==> config.mk <==
export PLATFORM = sky130hd
export DESIGN_NAME = si_matrix_max7219_driver
export DESIGN_NICKNAME = d
export VERILOG_FILES = /design/src/rtl/si_matrix_max7219_driver.sv
export SDC_FILE = /design/constraint.sdc
export NUM_CORES = 1
export LEC_CHECK = 0
export ABC_AREA = 1
export BUFFER_PORTS_ARGS = -buffer_cell sky130_fd_sc_hd__buf_2
export CAP_MARGIN = 5
export CORE_ASPECT_RATIO = 1.4
export CORE_MARGIN = 2
export CORE_UTILIZATION = 30
export CTS_BUF_LIST = sky130_fd_sc_hd__clkbuf_16
export DETAILED_ROUTE_END_ITERATION = 6
export GPL_TIMING_DRIVEN = 0
export PLACE_DENSITY = 0.55
export SLEW_MARGIN = 20
export SYNTH_ARGS = -nofsm -noshare
export SYNTH_HDL_FRONTEND = slang
export SYNTH_SLANG_ARGS = --single-unit
==> constraint.sdc <==
create_clock -name SI_MATRIXDRV_CLOCK_50 -period 3.75 [get_ports SI_MATRIXDRV_CLOCK_50]
set_clock_uncertainty 0.1 [all_clocks]
set_input_delay 0.375 -clock SI_MATRIXDRV_CLOCK_50 [delete_from_list [all_inputs] [get_ports SI_MATRIXDRV_CLOCK_50]]
set_output_delay 0.375 -clock SI_MATRIXDRV_CLOCK_50 [all_outputs]
set_load 0.02 [all_outputs]
==> src/rtl/si_matrix_max7219_driver.sv <==
// si_matrix_max7219_driver: serialises eight 8-bit rows into a MAX7219 over DIN/SCLK/CS.
// Define SI_MATRIXDRV_SKIP_UNCHANGED_EN to skip rows equal to the value last sent.
module si_matrix_max7219_driver #(
    parameter int CLK_DIV   = 4,
    parameter int INTENSITY = 8
) (
    input  logic       SI_MATRIXDRV_CLOCK_50,
    input  logic       SI_MATRIXDRV_RESET,
    input  logic       SI_MATRIXDRV_ENABLE_In,
    input  logic [7:0] SI_MATRIXDRV_FILA0_InBUS,
    input  logic [7:0] SI_MATRIXDRV_FILA1_InBUS,
    input  logic [7:0] SI_MATRIXDRV_FILA2_InBUS,
    input  logic [7:0] SI_MATRIXDRV_FILA3_InBUS,
    input  logic [7:0] SI_MATRIXDRV_FILA4_InBUS,
    input  logic [7:0] SI_MATRIXDRV_FILA5_InBUS,
    input  logic [7:0] SI_MATRIXDRV_FILA6_InBUS,
    input  logic [7:0] SI_MATRIXDRV_FILA7_InBUS,
    output logic       SI_MATRIXDRV_DIN_Out,
    output logic       SI_MATRIXDRV_SCLK_Out,
    output logic       SI_MATRIXDRV_CS_Out,
    output logic       SI_MATRIXDRV_INITDONE_Out,
    output logic       SI_MATRIXDRV_FRAMEDONE_Out,
    output logic       SI_MATRIXDRV_BUSY_Out
);
    typedef enum logic [1:0] {INIT, IDLE, SEND_ROWS} state_t;
    state_t      state;
    logic [7:0]  tcnt;
    logic [5:0]  phase;
    logic [2:0]  init_idx;
    logic [7:0]  pend;
    logic [7:0]  pend_next;
    logic [7:0]  cap_mask;
    logic [7:0]  snap [8];
    logic [7:0]  fila [8];
    logic [2:0]  row;
    logic [3:0]  addr;
    logic [15:0] init_word;
    logic [15:0] word;
    logic        tick;

    assign tick = tcnt == 8'(CLK_DIV - 1);
    always_comb begin
        fila = '{SI_MATRIXDRV_FILA0_InBUS, SI_MATRIXDRV_FILA1_InBUS, SI_MATRIXDRV_FILA2_InBUS,
                 SI_MATRIXDRV_FILA3_InBUS, SI_MATRIXDRV_FILA4_InBUS, SI_MATRIXDRV_FILA5_InBUS,
                 SI_MATRIXDRV_FILA6_InBUS, SI_MATRIXDRV_FILA7_InBUS};
    end
    // Rows still owed in this frame; the lowest pending one is the word in flight.
    always_comb begin
        row = '0;
        for (int i = 7; i >= 0; i--) if (pend[i]) row = 3'(i);
    end
    assign pend_next = pend & ~(8'd1 << row);
    assign addr = {1'b0, row} + 4'd1;
    assign init_word = init_idx == 3'd0 ? 16'h0C01 :
                       init_idx == 3'd1 ? 16'h0900 :
                       init_idx == 3'd2 ? 16'h0B07 :
                       init_idx == 3'd3 ? {12'h0A0, 4'(INTENSITY)} : 16'h0F00;
    assign word = state == INIT ? init_word : {4'h0, addr, snap[row]};

`ifdef SI_MATRIXDRV_SKIP_UNCHANGED_EN
    logic [7:0] last [8];
    always_ff @(posedge SI_MATRIXDRV_CLOCK_50) begin
        if (SI_MATRIXDRV_RESET) last <= '{default: '0};
        else if (state == SEND_ROWS && pend != '0 && tick && phase == 6'd32) last[row] <= snap[row];
    end
    always_comb begin
        cap_mask = '0;
        for (int i = 0; i < 8; i++) cap_mask[i] = fila[i] != last[i];
    end
`else
    assign cap_mask = 8'hFF;
`endif

    always_ff @(posedge SI_MATRIXDRV_CLOCK_50) begin
        if (SI_MATRIXDRV_RESET) begin
            state                      <= INIT;
            tcnt                       <= '0;
            phase                      <= '0;
            init_idx                   <= '0;
            pend                       <= '0;
            SI_MATRIXDRV_SCLK_Out      <= 1'b0;
            SI_MATRIXDRV_CS_Out        <= 1'b1;
            SI_MATRIXDRV_DIN_Out       <= 1'b0;
            SI_MATRIXDRV_INITDONE_Out  <= 1'b0;
            SI_MATRIXDRV_FRAMEDONE_Out <= 1'b0;
            SI_MATRIXDRV_BUSY_Out      <= 1'b0;
        end else begin
            tcnt <= tick ? '0 : tcnt + 8'd1;
            SI_MATRIXDRV_FRAMEDONE_Out <= 1'b0;
            if (state == IDLE) begin
                if (SI_MATRIXDRV_ENABLE_In) begin
                    snap  <= fila;
                    pend  <= cap_mask;
                    state <= SEND_ROWS;
                end
            end else if (state == SEND_ROWS && pend == '0) begin
                SI_MATRIXDRV_FRAMEDONE_Out <= 1'b1;
                state <= IDLE;
            end else if (tick) begin
                phase <= phase == 6'd33 ? '0 : phase + 6'd1;
                if (phase == 6'd0) begin
                    SI_MATRIXDRV_CS_Out   <= 1'b0;
                    SI_MATRIXDRV_SCLK_Out <= 1'b0;
                    SI_MATRIXDRV_DIN_Out  <= word[15];
                    SI_MATRIXDRV_BUSY_Out <= 1'b1;
                end else if (phase == 6'd32) begin
                    SI_MATRIXDRV_SCLK_Out <= 1'b0;
                    SI_MATRIXDRV_CS_Out   <= 1'b1;
                end else if (phase == 6'd33) begin
                    SI_MATRIXDRV_BUSY_Out <= 1'b0;
                    if (state == INIT) begin
                        init_idx <= init_idx + 3'd1;
                        if (init_idx == 3'd4) begin
                            SI_MATRIXDRV_INITDONE_Out <= 1'b1;
                            state <= IDLE;
                        end
                    end else begin
                        pend <= pend_next;
                        if (pend_next == '0) begin
                            SI_MATRIXDRV_FRAMEDONE_Out <= 1'b1;
                            state <= IDLE;
                        end else if (!SI_MATRIXDRV_ENABLE_In) begin
                            state <= IDLE;
                        end
                    end
                end else if (phase[0]) begin
                    SI_MATRIXDRV_SCLK_Out <= 1'b1;
                end else begin
                    SI_MATRIXDRV_SCLK_Out <= 1'b0;
                    SI_MATRIXDRV_DIN_Out  <= word[4'd15 - phase[4:1]];
                end
            end
        end
    end
endmodule

* Word-level counts from Yosys, hierarchy flattened *
Index checks and enable logic that the tools add are counted.

word-level totals
  flip-flop bits (word level) = 97
  output and inout port bits = 6
  word-level logic and storage cells = 139

cells by class
  magnitude comparators = 2
  shift operators = 1
  muxes and demuxes = 58
  equality and inequality tests = 22
  reduce and logical (&&, ||, !) cells = 24
  add/subtract/negate cells = 5
  bitwise operators = 8

operators by type and width
  operator                                                                  count
  8-bit 2-to-1 mux                                                          10
  11-bit 2-to-1 mux                                                         4
  8-bit binary-select mux with 3-bit select                                 1
  3-bit 2-to-1 mux                                                          8
  2-bit 2-to-1 mux                                                          11
  1-bit 2-to-1 mux                                                          21
  7-bit AND reduction                                                       3
  8-bit zero test                                                           2
  6-bit equality test (second input constant)                               2
  12-bit 2-to-1 mux                                                         1
  2-bit inequality test (second input constant)                             5
  8-bit by 1-bit adder with 8-bit output (second input constant)            1
  8-bit AND                                                                 1
  8-bit by 2-bit equality test with 1-bit output (second input constant)    1
  8-bit NOT                                                                 1
  4-bit AND reduction                                                       2
  8-bit AND reduction                                                       1
  2-bit nonzero test                                                        4
  1-bit by 3-bit left shift with 8-bit output (first input constant)        1
  6-bit by 1-bit adder with 6-bit output (second input constant)            1
  3-bit by 2-bit equality test with 1-bit output (second input constant)    2
  6-bit zero test                                                           1
  6-bit 2-to-1 mux                                                          1
  2-bit by 1-bit inequality test with 1-bit output (second input constant)  3
  24 further kinds                                                          32

* Depth between registers and ports, before layout *
  depth in word-level cells = 20
  gate-level depth with buffers = 19
  depth with buffers taken out = 18

* Worst setup path before layout *
Ideal clock, no wire load.

  path type = register to register
  start = register state[0]
  end = register snap[0] in the netlist's numbering (enable)
  cell stages (with the launch flop) = 5
  buffers on the path = 0
  arrival time = 3.598 ns
  required time = 3.163 ns
  library setup time = 0.487 ns
  path slack = -0.435 ns
  cell sequence = dfxtp_1 > inv_1 > nor2_1 > nand2_1 > nor2_1

between the ends
  cells in the longest elaborated chain, start to end = 2

ends and longest elaborated chain
  item                                            RTL line  RTL
  start, declared                                 26        state_t state;
  start signal, assigned                          76        state <= INIT;
  start signal, assigned                          94        state <= SEND_ROWS;
  start signal, assigned                          98        state <= IDLE;
  2-bit by 1-bit equality test with 1-bit output  90        if (state == IDLE) begin
  3-bit AND reduction (no line)                   --
  end signal, assigned                            92        snap <= fila;
  end, declared                                   33        logic [7:0] snap [8];

Every way passes these cells.
A chain may end at the register's enable or synchronous reset.

* Worst setup path in the final report *
  start = register pend[7]
  end = register state[0]

between the ends
  cells in the longest elaborated chain, start to end = 20

ends and longest elaborated chain
  item                                         RTL line  RTL
  start, declared                              30        logic [7:0] pend;
  start signal, assigned                       93        pend <= cap_mask;
  start signal, assigned                       118       pend <= pend_next;
  3-bit 2-to-1 mux (8 in a row)                50        for (int i = 7; i >= 0; i--) if (pend[i]) row = 3'(i);
  1-bit by 3-bit left shift with 8-bit output  52        assign pend_next = pend & ~(8'd1 << row);
  8-bit NOT                                    52
  8-bit AND                                    52
  8-bit zero test                              119       if (pend_next == '0) begin
  2-bit 2-to-1 mux                             119
  2-bit 2-to-1 mux                             111       if (state == INIT) begin
  2-bit 2-to-1 mux                             109       end else if (phase == 6'd33) begin
  2-bit 2-to-1 mux                             106       end else if (phase == 6'd32) begin
  2-bit 2-to-1 mux                             101       if (phase == 6'd0) begin
  2-bit 2-to-1 mux                             99        end else if (tick) begin
  2-bit 2-to-1 mux                             96        end else if (state == SEND_ROWS && pend == '0) begin
  2-bit 2-to-1 mux                             90
  end signal, assigned                         94
  end signal, assigned                         98
  end signal, assigned                         115       state <= IDLE;

Several ways; a longest one is shown, not always the timed one. The select of a mux whose other input is x is not followed.

==> impl_metrics.json <==
{
  "grt_pass1_wl_mm": 16.8,
  "wl_per_cell_um": 13.7,
  "gp_congestion": 0.863,
  "ant_nets": 0,
  "cp_slowest_cell": "dfxtp_1",
  "fin_crit_ns": 3.03,
  "vias_per_cell": 4.69,
  "cpPeakStageDelay_ns": 0.36,
  "insertedDiodeCount": 0,
  "initial_utilization_pct": 30.4,
  "cts_root_buf": "clkbuf_16",
  "synth.distinct_cells": 35,
  "dp.cells": 750,
  "grtUsageTotal_pct": 13.4,
  "die_y_um": 149,
  "drc": 0,
  "syn_area_per_cell_um2": 9.32,
  "final_core_util_pct": 37.0,
  "cts_sinks": 97,
  "worst_setup_path_end_kind": "register",
  "grt_pass1_vias": 3532,
  "worst_slew_pin_slew_ns": 0.711,
  "cp-start-kind": "register",
  "synth.cell_area_um2": 4520,
  "drt-total-wl_mm": 10.5,
  "cts_tree": "done",
  "syn_inst": 485,
  "clk_path_buf_depth": 2,
  "synth_fp_nets": 567,
  "numCtsBuffers": 9,
  "drtIter0Drc": 181,
  "hold_path.class": "in -> reg",
  "timing_worst_setup_path_type": "reg -> reg",
  "port_buffers": 71,
  "rows": 53,
  "worst_ir_drop_vdd_uv": 230,
  "grt_max_degree": 30,
  "path_clk_slew_ns": 0.08,
  "drt_pass1_iterations": 4,
  "die_x_um": 108,
  "status": "completed",
  "period_share_pct": 80.9,
  "synth_area_leader_cell": "edfxtp_1",
  "area_growth_pct": 21.5,
  "vias": 3591,
  "yosysSeqAreaShare_pct": 57.1,
  "finalNetCount": 651,
  "rsz0062_at_grt": "no",
  "power_density_nw_per_um2": 443,
  "drv_cap": 0,
  "cp.arrival_ns": 3.21,
  "drive_above_1_share_pct": 19.3,
  "h-tree-depth": 3,
  "yosys-top-cells-area": "edfxtp_1 (43%), dfxtp_1 (15%), nand3_1 (9.2%), nand2_1 (8.2%), ha_1 (4.2%)",
  "post_cts_buffers": 0,
  "die_area_um2": 16100,
  "yosysTopAreaCellShare_pct": 42.5,
  "power_leakage_nw": 2.19,
  "grt.overflow.total": 0,
  "hpwl_mm": 7.86,
  "worstPathRequired_ns": 3.93,
  "insertion_delay_ns": 0.35,
  "final-instance-count-excl-fill": 766,
  "hold_violations": 0,
  "pin_count": 73,
  "cts_resized": 0,
  "yosysWarnings": 0,
  "slew_viol_final": 0,
  "setup_tns_ns": 0,
  "cp_max_fo": 11,
  "ys_ff_latch": 97,
  "hold_buffers": 0,
  "finalPower_mw": 2.43,
  "fmax_ghz": 0.330,
  "core-area_um2": 14900,
  "crit_path_cell_trace": "inv_1, nand2_1, nand3_1, a31oi_4, buf_2, ha_1, ha_1, nor2_1, a21oi_1, nand3_1, nor2_1, nor3_1, o21ai_1, nand4_1, or2_0, a21oi_1",
  "setup_viol": 0,
  "antenna_found_initial": 0,
  "maxSlewHeadroom_pct": 52.5
}
==> layout make-up <==
class                   count  area (um^2)
fillers                  1526         9360
repair buffers             73          403
inverters                  50          188
multi-input cells         322         1660
well taps                 192          240
clock inverters             7         96.3
clock buffers               9          225
plain buffers              16         98.8
flip-flops and latches     97         2580
==> cells in the mapped netlist <==
cell       instances
nand3_1           83
nand2_1           99
nor2_4             1
ha_1              15
nand4_4            1
clkinv_1           1
buf_2              4
clkbuf_1           5
nor3_1             7
inv_2              3
buf_6              2
nor3b_1            3
nor4_1             2
o31ai_1            1
inv_1             46
a21oi_1           30
o21a_1             1
o21ai_0           17
or2_0              1
nand4_1            5
o2111ai_1          1
a31oi_1            3
buf_4              5
o21ai_1            4
nand2_2            2
a21oi_2            1
dfxtp_1           33
a41oi_1            2
edfxtp_1          64
o22ai_1            1
o211ai_1           3
a31oi_4            1
or2_2              1
a211oi_1           1
nor2_1            36
==> cells in the final DEF, fill, tap and decap left out, drive strengths merged, types with 4 or more instances in the layout <==
cell,count
edfxtp,64
a21oi,31
nor3,7
buf,84
ha,15
nand3,83
nor2,37
clkbuf,14
dfxtp,33
a31oi,4
o21ai,21
inv,53
nand2,101
nand4,6
==> cell families (layout without fill, tap and decap cells) <==
| group | after synthesis | after routing | synth area share (%) |
|---|---|---|---|
| AND/OR/NAND/NOR | 241 | 241 | 23.9 |
| adder cells (fa/ha/maj) | 15 | 15 | 4.15 |
| buffers and inverters | 66 | 155 | 6.34 |
| flip-flops | 97 | 97 | 57.1 |
| AO/OA/AOI/OAI | 66 | 66 | 8.44 |
==> registers in the layout, indices dropped and copies added, names as in the netlist <==
signal	count
SI_MATRIXDRV_BUSY_Out	1
snap	64
tcnt	8
SI_MATRIXDRV_SCLK_Out	1
state	2
phase	6
SI_MATRIXDRV_DIN_Out	1
SI_MATRIXDRV_INITDONE_Out	1
init_idx	3
SI_MATRIXDRV_FRAMEDONE_Out	1
pend	8
SI_MATRIXDRV_CS_Out	1
==> power by group <==
group          internal, mW  leakage, nW  total, mW  switching [mW]
logic                 0.108         1.19      0.291           0.182
clock network         0.540        0.155      0.986           0.447
registers              1.15        0.842       1.15         0.00746
==> critical path, delay by kind of cell, from the launching register on <==
family | cells | cell delay [ns]
AND/OR/NAND/NOR | 8 | 0.99
AO/OA/AOI/OAI | 4 | 0.67
adder cells (fa/ha/maj) | 2 | 0.44
buffers and inverters | 2 | 0.38
flip-flops | 1 | 0.36
==> final timing paths <==
check                                   start        to  slack [ns]  cells after the start
setup / recovery                      pend[7]  state[0]        0.72                     16
hold / removal    SI_MATRIXDRV_FILA7_InBUS[3]   snap[3]         0.1                      1
setup reg to reg                      pend[7]  state[0]        0.72                     16
hold reg to reg                       tcnt[0]   tcnt[0]        0.36                      1
==> per-stage QoR <==
stage	setup slack [ns]	area [um^2]	hold slack, ns
2_1_floorplan	0.639	4520	0.318
3_3_place_gp	-0.146	5120	0.328
3_5_place_dp	0.725	5170	0.340
4_1_cts	0.686	5490	0.0836
5_1_grt	0.390	5490	0.0801
6_report	0.716	5490	0.0953
==> per-layer routing <==
metal	GRT usage [%]	vias up	routed length (um)
met4	6.03	0	234
li1	-	1841	-
met5	0	-	0
met2	22.6	85	5260
met1	16.7	1647	4590
met3	2.27	18	381
No activity file was read; power rests on OpenSTA's default activity.
